File: src/rtl/serial_demux_rx_if.sv
// Handshake bundle between the serial line driver, the demux receiver and the
// consuming logic.
interface serial_demux_rx_if #(
    parameter int WIDTH = 8
);
    logic             din;
    logic             din_valid;
    logic             frame_start;
    logic [WIDTH-1:0] dout;
    logic             dout_valid;
    logic             dout_ready;
    logic             overrun;
    logic             overrun_clr;

    modport master (
        output din, din_valid, frame_start, dout_ready, overrun_clr,
        input  dout, dout_valid, overrun
    );

    modport slave (
        input  din, din_valid, frame_start, dout_ready, overrun_clr,
        output dout, dout_valid, overrun
    );
endinterface

File: src/rtl/serial_demux_rx.sv
// Serial-to-parallel receiver: assembles framed bit streams into WIDTH-bit words
// and presents them on a registered valid/ready output with a sticky overrun flag.
module serial_demux_rx #(
    parameter int WIDTH     = 8,
    parameter bit LSB_FIRST = 1'b1
) (
    input logic              clk,
    input logic              rst_n,
    serial_demux_rx_if.slave bus
);

    localparam int                CNT_W = $clog2(WIDTH);
    localparam logic [CNT_W-1:0] LAST  = CNT_W'(WIDTH - 1);

    typedef enum logic {
        IDLE,
        SHIFT
    } state_t;

    state_t           state_q, state_d;
    logic [CNT_W-1:0] cnt_q, cnt_d;
    logic [WIDTH-1:0] shift_q, shift_d;
    logic [WIDTH-1:0] dout_q, dout_d;
    logic             dout_valid_q, dout_valid_d;
    logic             overrun_q, overrun_d;
    logic             complete, load, drop;

    function automatic logic [CNT_W-1:0] bit_pos(input logic [CNT_W-1:0] k);
        return LSB_FIRST ? k : (LAST - k);
    endfunction

    function automatic logic [WIDTH-1:0] place_bit(input logic [WIDTH-1:0] word,
                                                   input logic [CNT_W-1:0] k,
                                                   input logic             b);
        logic [WIDTH-1:0] w;
        w              = word;
        w[bit_pos(k)] = b;
        return w;
    endfunction

    always_comb begin
        state_d      = state_q;
        cnt_d        = cnt_q;
        shift_d      = shift_q;
        complete     = 1'b0;
        load         = 1'b0;
        drop         = 1'b0;
        dout_d       = dout_q;
        dout_valid_d = dout_valid_q;
        overrun_d    = overrun_q;

        // A framed bit always restarts the word, even on what would be the last bit.
        if (bus.din_valid) begin
            if (bus.frame_start) begin
                state_d = SHIFT;
                cnt_d   = CNT_W'(1);
                shift_d = place_bit('0, '0, bus.din);
            end else if (state_q == SHIFT) begin
                shift_d = place_bit(shift_q, cnt_q, bus.din);
                if (cnt_q == LAST) begin
                    cnt_d    = '0;
                    complete = 1'b1;
                end else begin
                    cnt_d = cnt_q + CNT_W'(1);
                end
            end
        end

        load = complete && (!dout_valid_q || bus.dout_ready);
        drop = complete && dout_valid_q && !bus.dout_ready;

        if (load) begin
            dout_d       = shift_d;
            dout_valid_d = 1'b1;
        end else if (dout_valid_q && bus.dout_ready) begin
            dout_valid_d = 1'b0;
        end

        if (drop) begin
            overrun_d = 1'b1;
        end else if (bus.overrun_clr) begin
            overrun_d = 1'b0;
        end
    end

    always_ff @(posedge clk) begin
        if (!rst_n) begin
            state_q      <= IDLE;
            cnt_q        <= '0;
            shift_q      <= '0;
            dout_q       <= '0;
            dout_valid_q <= 1'b0;
            overrun_q    <= 1'b0;
        end else begin
            state_q      <= state_d;
            cnt_q        <= cnt_d;
            shift_q      <= shift_d;
            dout_q       <= dout_d;
            dout_valid_q <= dout_valid_d;
            overrun_q    <= overrun_d;
        end
    end

    assign bus.dout       = dout_q;
    assign bus.dout_valid = dout_valid_q;
    assign bus.overrun    = overrun_q;

endmodule

File: src/flat_wrapper.sv
// flat-port wrapper written by rule: the top's interface ports become plain ports
module serial_demux_rx_flat 
#(
    parameter int WIDTH     = 8,
    parameter bit LSB_FIRST = 1'b1
)
  (clk, rst_n, bus_din, bus_din_valid, bus_frame_start, bus_dout_ready, bus_overrun_clr, bus_dout, bus_dout_valid, bus_overrun);
  serial_demux_rx_if #(.WIDTH(WIDTH)) bus_i ();
  input logic clk;
  input logic rst_n;
  input wire logic [$bits(bus_i.din)-1:0] bus_din;
  input wire logic [$bits(bus_i.din_valid)-1:0] bus_din_valid;
  input wire logic [$bits(bus_i.frame_start)-1:0] bus_frame_start;
  input wire logic [$bits(bus_i.dout_ready)-1:0] bus_dout_ready;
  input wire logic [$bits(bus_i.overrun_clr)-1:0] bus_overrun_clr;
  output wire logic [$bits(bus_i.dout)-1:0] bus_dout;
  output wire logic [$bits(bus_i.dout_valid)-1:0] bus_dout_valid;
  output wire logic [$bits(bus_i.overrun)-1:0] bus_overrun;
  assign bus_i.din = bus_din;
  assign bus_i.din_valid = bus_din_valid;
  assign bus_i.frame_start = bus_frame_start;
  assign bus_i.dout_ready = bus_dout_ready;
  assign bus_i.overrun_clr = bus_overrun_clr;
  assign bus_dout = bus_i.dout;
  assign bus_dout_valid = bus_i.dout_valid;
  assign bus_overrun = bus_i.overrun;
  serial_demux_rx #(.WIDTH(WIDTH), .LSB_FIRST(LSB_FIRST)) u_core (.clk(clk), .rst_n(rst_n), .bus(bus_i));
endmodule
File: config.mk
export PLATFORM = sky130hd
export DESIGN_NAME = serial_demux_rx_flat
export DESIGN_NICKNAME = d
export VERILOG_FILES = /design/src/rtl/serial_demux_rx_if.sv /design/src/rtl/serial_demux_rx.sv /design/src/flat_wrapper.sv
export SDC_FILE = /design/constraint.sdc
export NUM_CORES = 1
export LEC_CHECK = 0
export ABC_AREA = 1
export CORE_MARGIN = 4
export CORE_UTILIZATION = 47
export DETAILED_ROUTE_END_ITERATION = 16
export PLACE_DENSITY = 0.81
export SYNTH_ARGS = -nofsm -noshare
export SYNTH_HDL_FRONTEND = slang
export SYNTH_SLANG_ARGS = --single-unit
File: constraint.sdc
create_clock -name clk -period 1.64 [get_ports clk]
set_clock_uncertainty 0.2 [all_clocks]
set_input_delay 0.328 -clock clk [delete_from_list [all_inputs] [get_ports clk]]
set_output_delay 0.328 -clock clk [all_outputs]
set_load 0.01 [all_outputs]
# --- Yosys cells after proc, flatten, opt, wreduce, memory -nomap -nowiden ---
# Cells that the tools add are included.
op_classes:
  muxes: 17
  n_lt_le_gt_ge: 2
  eq_ne: 1
  n_reduce_logical: 13
  add_sub_neg: 1
ops:
  columns: ["operator", "count"]
  rows:
  - ["$mux W8", 3]
  - ["$mux W1", 9]
  - ["$mux W3", 3]
  - ["$bwmux W8", 1]
  - ["$reduce_bool A2 Y1", 3]
  - ["$logic_and A1 B1 Y1", 5]
  - ["$lt A3 B4 Y1 const B", 1]
  - ["$reduce_and A2 Y1", 2]
  - ["$add A3 B1 Y3 const B", 1]
  - ["$demux W1 S3", 1]
  - ["$eq A3 B3 Y1 const B", 1]
  - ["$ge A3 B1 Y1 const B", 1]
  - ["$logic_not A1 Y1", 2]
  - ["$logic_or A1 B1 Y1", 1]
totals:
  in_bits: 7
  elab_cells: 40
  ff_bits: 22

# --- Longest topological paths before layout ---
depth:
  depth_word: 8
  depth_mapped: 9
  ltp_nobuf: 9

# --- Worst setup path after synthesis ---
# Ideal clock, no wire load.
synth_path:
  path_type: "flip-flop to flip-flop"
  start: "reg u_core.cnt_q[0]"
  end: "reg u_core.dout_q[5], in the netlist u_core.bus.dout[5]"
  setup_ns: 0.109
  path_buffers: 0
  path_stages_with_launch: 10
  period_less_slack_ns: 1.591
  setup_slack_ns: 0.049
  t_arrival_ns: 1.282
  path_cell_list: "dfxtp_1 -> ha_1 -> ha_1 -> inv_1 -> nor3_4 -> nand2_4 -> clkinv_4 -> nand3_1 -> nand2_1 -> inv_1"
synth_via:
  elab_chain_len: 8
  word_cells_on_any_way: 15
  cone_classes: "order compare: 2; eq/ne: 1; mux: 10; reduce/logical: 2"
synth_rtl:
  columns: ["item", "line_no", "rtl"]
  rows:
  - ["start: declaration", "serial_demux_rx.sv:21", "logic [CNT_W-1:0] cnt_q, cnt_d;"]
  - ["start signal: assignment", "serial_demux_rx.sv:96", "cnt_q <= cnt_d;"]
  - ["$lt A3 B4 Y1 (not written as such) / $ge A3 B1 Y1 (equally long branches)", "serial_demux_rx.sv:37", "w[bit_pos(k)] = b;"]
  - ["$logic_and A1 B1 Y1 (not written as such)", "serial_demux_rx.sv:37", null]
  - ["$mux W1 (not written as such)", "serial_demux_rx.sv:37", null]
  - ["$demux W1 S3", null, null]
  - ["$bwmux W8", "serial_demux_rx.sv:37", null]
  - ["$mux W8", "serial_demux_rx.sv:58", "end else if (state_q == SHIFT) begin"]
  - ["$mux W8", "serial_demux_rx.sv:54", "if (bus.frame_start) begin"]
  - ["$mux W8", "serial_demux_rx.sv:53", "if (bus.din_valid) begin"]
  - ["end signal: assignment", "serial_demux_rx.sv:98", "dout_q <= dout_d;"]
  - ["end: declaration", "serial_demux_rx.sv:23", "logic [WIDTH-1:0] dout_q, dout_d;"]
# Parallel ways exist; a longest one is shown, timed or not.
# A chain may end at the register's enable or synchronous reset.

# --- Final worst setup path ---
layout_path:
  start: "reg u_core.cnt_q[1]"
  end: "reg u_core.dout_valid_q, in the netlist u_core.bus.dout_valid"
layout_via:
  elab_chain_len: 7
  word_cells_on_any_way: 8
  cone_classes: "eq/ne: 1; mux: 5; reduce/logical: 2"
layout_rtl:
  columns: ["item", "line_no", "rtl"]
  rows:
  - ["$eq A3 B3 Y1 *", "serial_demux_rx.sv:60", "if (cnt_q == LAST) begin"]
  - ["$mux W1 *", "serial_demux_rx.sv:60", null]
  - ["$mux W1 *", "serial_demux_rx.sv:58", null]
  - ["$mux W1 *", "serial_demux_rx.sv:54", null]
  - ["$mux W1 *", "serial_demux_rx.sv:53", null]
  - ["$logic_and A1 B1 Y1 *", "serial_demux_rx.sv:69", "load = complete && (!dout_valid_q || bus.dout_ready);"]
  - ["$mux W1 / $reduce_bool A2 Y1 (equally long branches)", null, null]
  - ["end signal: assignment", "serial_demux_rx.sv:99", "dout_valid_q <= dout_valid_d;"]
  - ["end: declaration", "serial_demux_rx.sv:24", "logic dout_valid_q, dout_valid_d;"]
# Mark *: on every way between the ends. The rest lies on a longest branch, timed or not.

==> reports/metrics.yaml <==
status: "finished, final reports clean"
die_x_um: 56.18
areaGrowthSynthToFinish_pct: 36.12
cp_num_buf_inv: 2
antenna_found_initial: 0
track_usage: 0.1654
top_layer: "met4"
crit_required_ns: 1.69
fillers: 201
ios: 17
fin_tns_setup_ns: 0
setup_viol: 0
gp_congestion: 0.8333
cpLargestDelayFamily: "flip-flops"
cpMostUsedCell: "ha_4"
finalInstanceArea_sq_um: 1485
post_drt_wl_per_cell_um: 11.40
drive_above_1_share: 0.1823
critPathArrivalTime_ns: 1.64
fp.dieH_um: 56.18
min_path_type: "reg2reg"
slew_viol_final: 0
dr.pass1.iters: 4
maxClockFrequency_ghz: 0.6276
met1_length_um: 1059
dp_cells: 213
synth_nets: 170
vias: 1102
num_rows: 17
syn_area_sq_um: 1091
slew_headroom: 0.8200
ant_nets: 0
ys_seq_area_frac: 0.4037
slowest_delay_ns: 0.38
worstSetupPathType: "reg2reg"
ys_ff_latch: 22
root_buffer: "clkbuf_4"
placed_cell_area_sq_um: 1379
grt_pass1_wl_um: 4229
ys_types: 18
rsz0062_at_grt: "true"
dr_wl_met3_um: 165
grt_max_degree: 22
clk_pin_slew_ns: 0.12
viasPerCell: 5.009
syn_inst: 161
p_per_area_nw_per_um2: 710.2
start_util: 0.4932
worst_slew_pin_slew_ns: 0.2690
clockBufferDepth: 2
ir_drop_uv: 592.1
fin_crit_sh: 0.9716
drc_errors: 0
cp-start-kind: "flop"
cts_made_buffers: 3
crit_fanout: 5
overflow: 0
die_area_sq_um: 3156
period_needed_ns: 1.593
ys_warn_count: 0
numPortBuffers: 16
clock-sinks: 22
holdBufCountCts: 0
clock_latency_ns: 0.31
endpoint_kind: "flop"
drt_wl_total_um: 2507
cts_tree: "built"
grt_pass1_vias: 1044
holdWs_ns: 0.2704
path_cells: "ha_4 > ha_4 > inv_2 > nor3_4 > nand2_2 > buf_4 > a21oi_2"
htreeDepth: 1
nets: 202
final_cell_mix: "nand2_1 (39), inv_1 (32), nand3_1 (25), dfxtp_1 (20), a21oi_1 (17)"
diodes: 0
synth.avg_cell_area_sq_um: 6.777
leakage_nw: 0.6945
final_common_cell: "nand2_1"
hold_viol_final: 0
hpwlAfterDp_um: 1627
instances_no_fill: 220
drt-initial-drc-count: 28
slowest_stage: "dfxtp_2"
fp.coreArea_sq_um: 2212
maxCapViolations: 0
met2WireLength_um: 1264
-- synth_stat cells (all sizes together) --
master | instances | area [sq um]
nand2 | 41 | 163.9
dfxtp | 22 | 440.4
a31oi | 1 | 6.260
clkinv | 2 | 12.51
o21bai | 1 | 7.510
clkbuf | 2 | 7.510
nor2 | 7 | 41.29
ha | 2 | 25.02
nor3 | 1 | 16.27
a21oi | 20 | 103.9
inv | 35 | 131.4
nand3 | 27 | 135.1
-- layer usage --
metal | up-vias | GRT usage
met4 | 0 | 0.03051
met3 | 2 | 0.05336
met1 | 505 | 0.1983
li1 | 567 | -
met5 | - | 0
met2 | 28 | 0.2888
-- logic make-up after synthesis --
| group | Yosys count | share of synthesized area |
|---|---|---|
| flops | 22 | 0.4037 |
| fa+ha+maj | 2 | 0.02293 |
| compound gates | 22 | 0.1078 |
| buf+inv | 39 | 0.1388 |
| simple gates | 76 | 0.3268 |
-- what timing repair did --
item | 4_1_cts | 5_1_grt
gates cloned | 1 | 0
pin swaps | 2 | 1
setup endpoints to repair | 18 | 8
buffers inserted | 0 | 2
resized for setup | 10 | 11
-- state kept, by name, summed over array words and instances, names as in the netlist --
register               flops
u_core.state_q             1
u_core.bus.overrun         1
u_core.cnt_q               3
u_core.bus.dout_valid      1
u_core.bus.dout            8
u_core.shift_q             8
-- worst min-delay path, cell delays in order, from the launching register on --
cell     delay, ns
dfxtp_1       0.33
nand2_1       0.06
a21oi_1       0.05
-- per-stage QoR --
stage	power (mW)	util	setup slack (ns)
after floorplan	0.6014	-	0.04892
after global placement	0.6471	0.6233	-0.1540
after detailed placement	0.6498	0.6233	-0.1812
after CTS	1.058	0.6442	0.001413
after global routing	1.096	0.6714	-0.05450
final	1.055	0.6714	0.04651
-- worst paths after layout --
| path | endpoint | from | slack [ns] | cells after the start |
|---|---|---|---|---|
| hold reg to reg | u_core.bus.overrun | u_core.bus.overrun | 0.27 | 2 |
| setup / recovery | u_core.bus.dout_valid | u_core.cnt_q[1] | 0.05 | 7 |
| hold / removal | u_core.bus.overrun | u_core.bus.overrun | 0.27 | 2 |
| setup reg to reg | u_core.bus.dout_valid | u_core.cnt_q[1] | 0.05 | 7 |
-- power breakdown --
part	total [mW]	internal [mW]	switching, mW
logic	0.0974	0.0431	0.0544
clock network	0.411	0.247	0.164
registers	0.546	0.541	0.00495
total	1.05	0.832	0.223
-- area by class of cell --
type,instances,area (sq um),area share
Clock buffer,3,22.52,0.01516
Inverter,37,143.9,0.09688
Sequential cell,22,442.9,0.2982
Multi-Input combinational cell,101,548.0,0.3690
Timing Repair Buffer,28,262.8,0.1769
Tap cell,28,35.03,0.02359
Clock inverter,1,30.03,0.02022
Note: power is estimated with default switching activity, not from simulation.
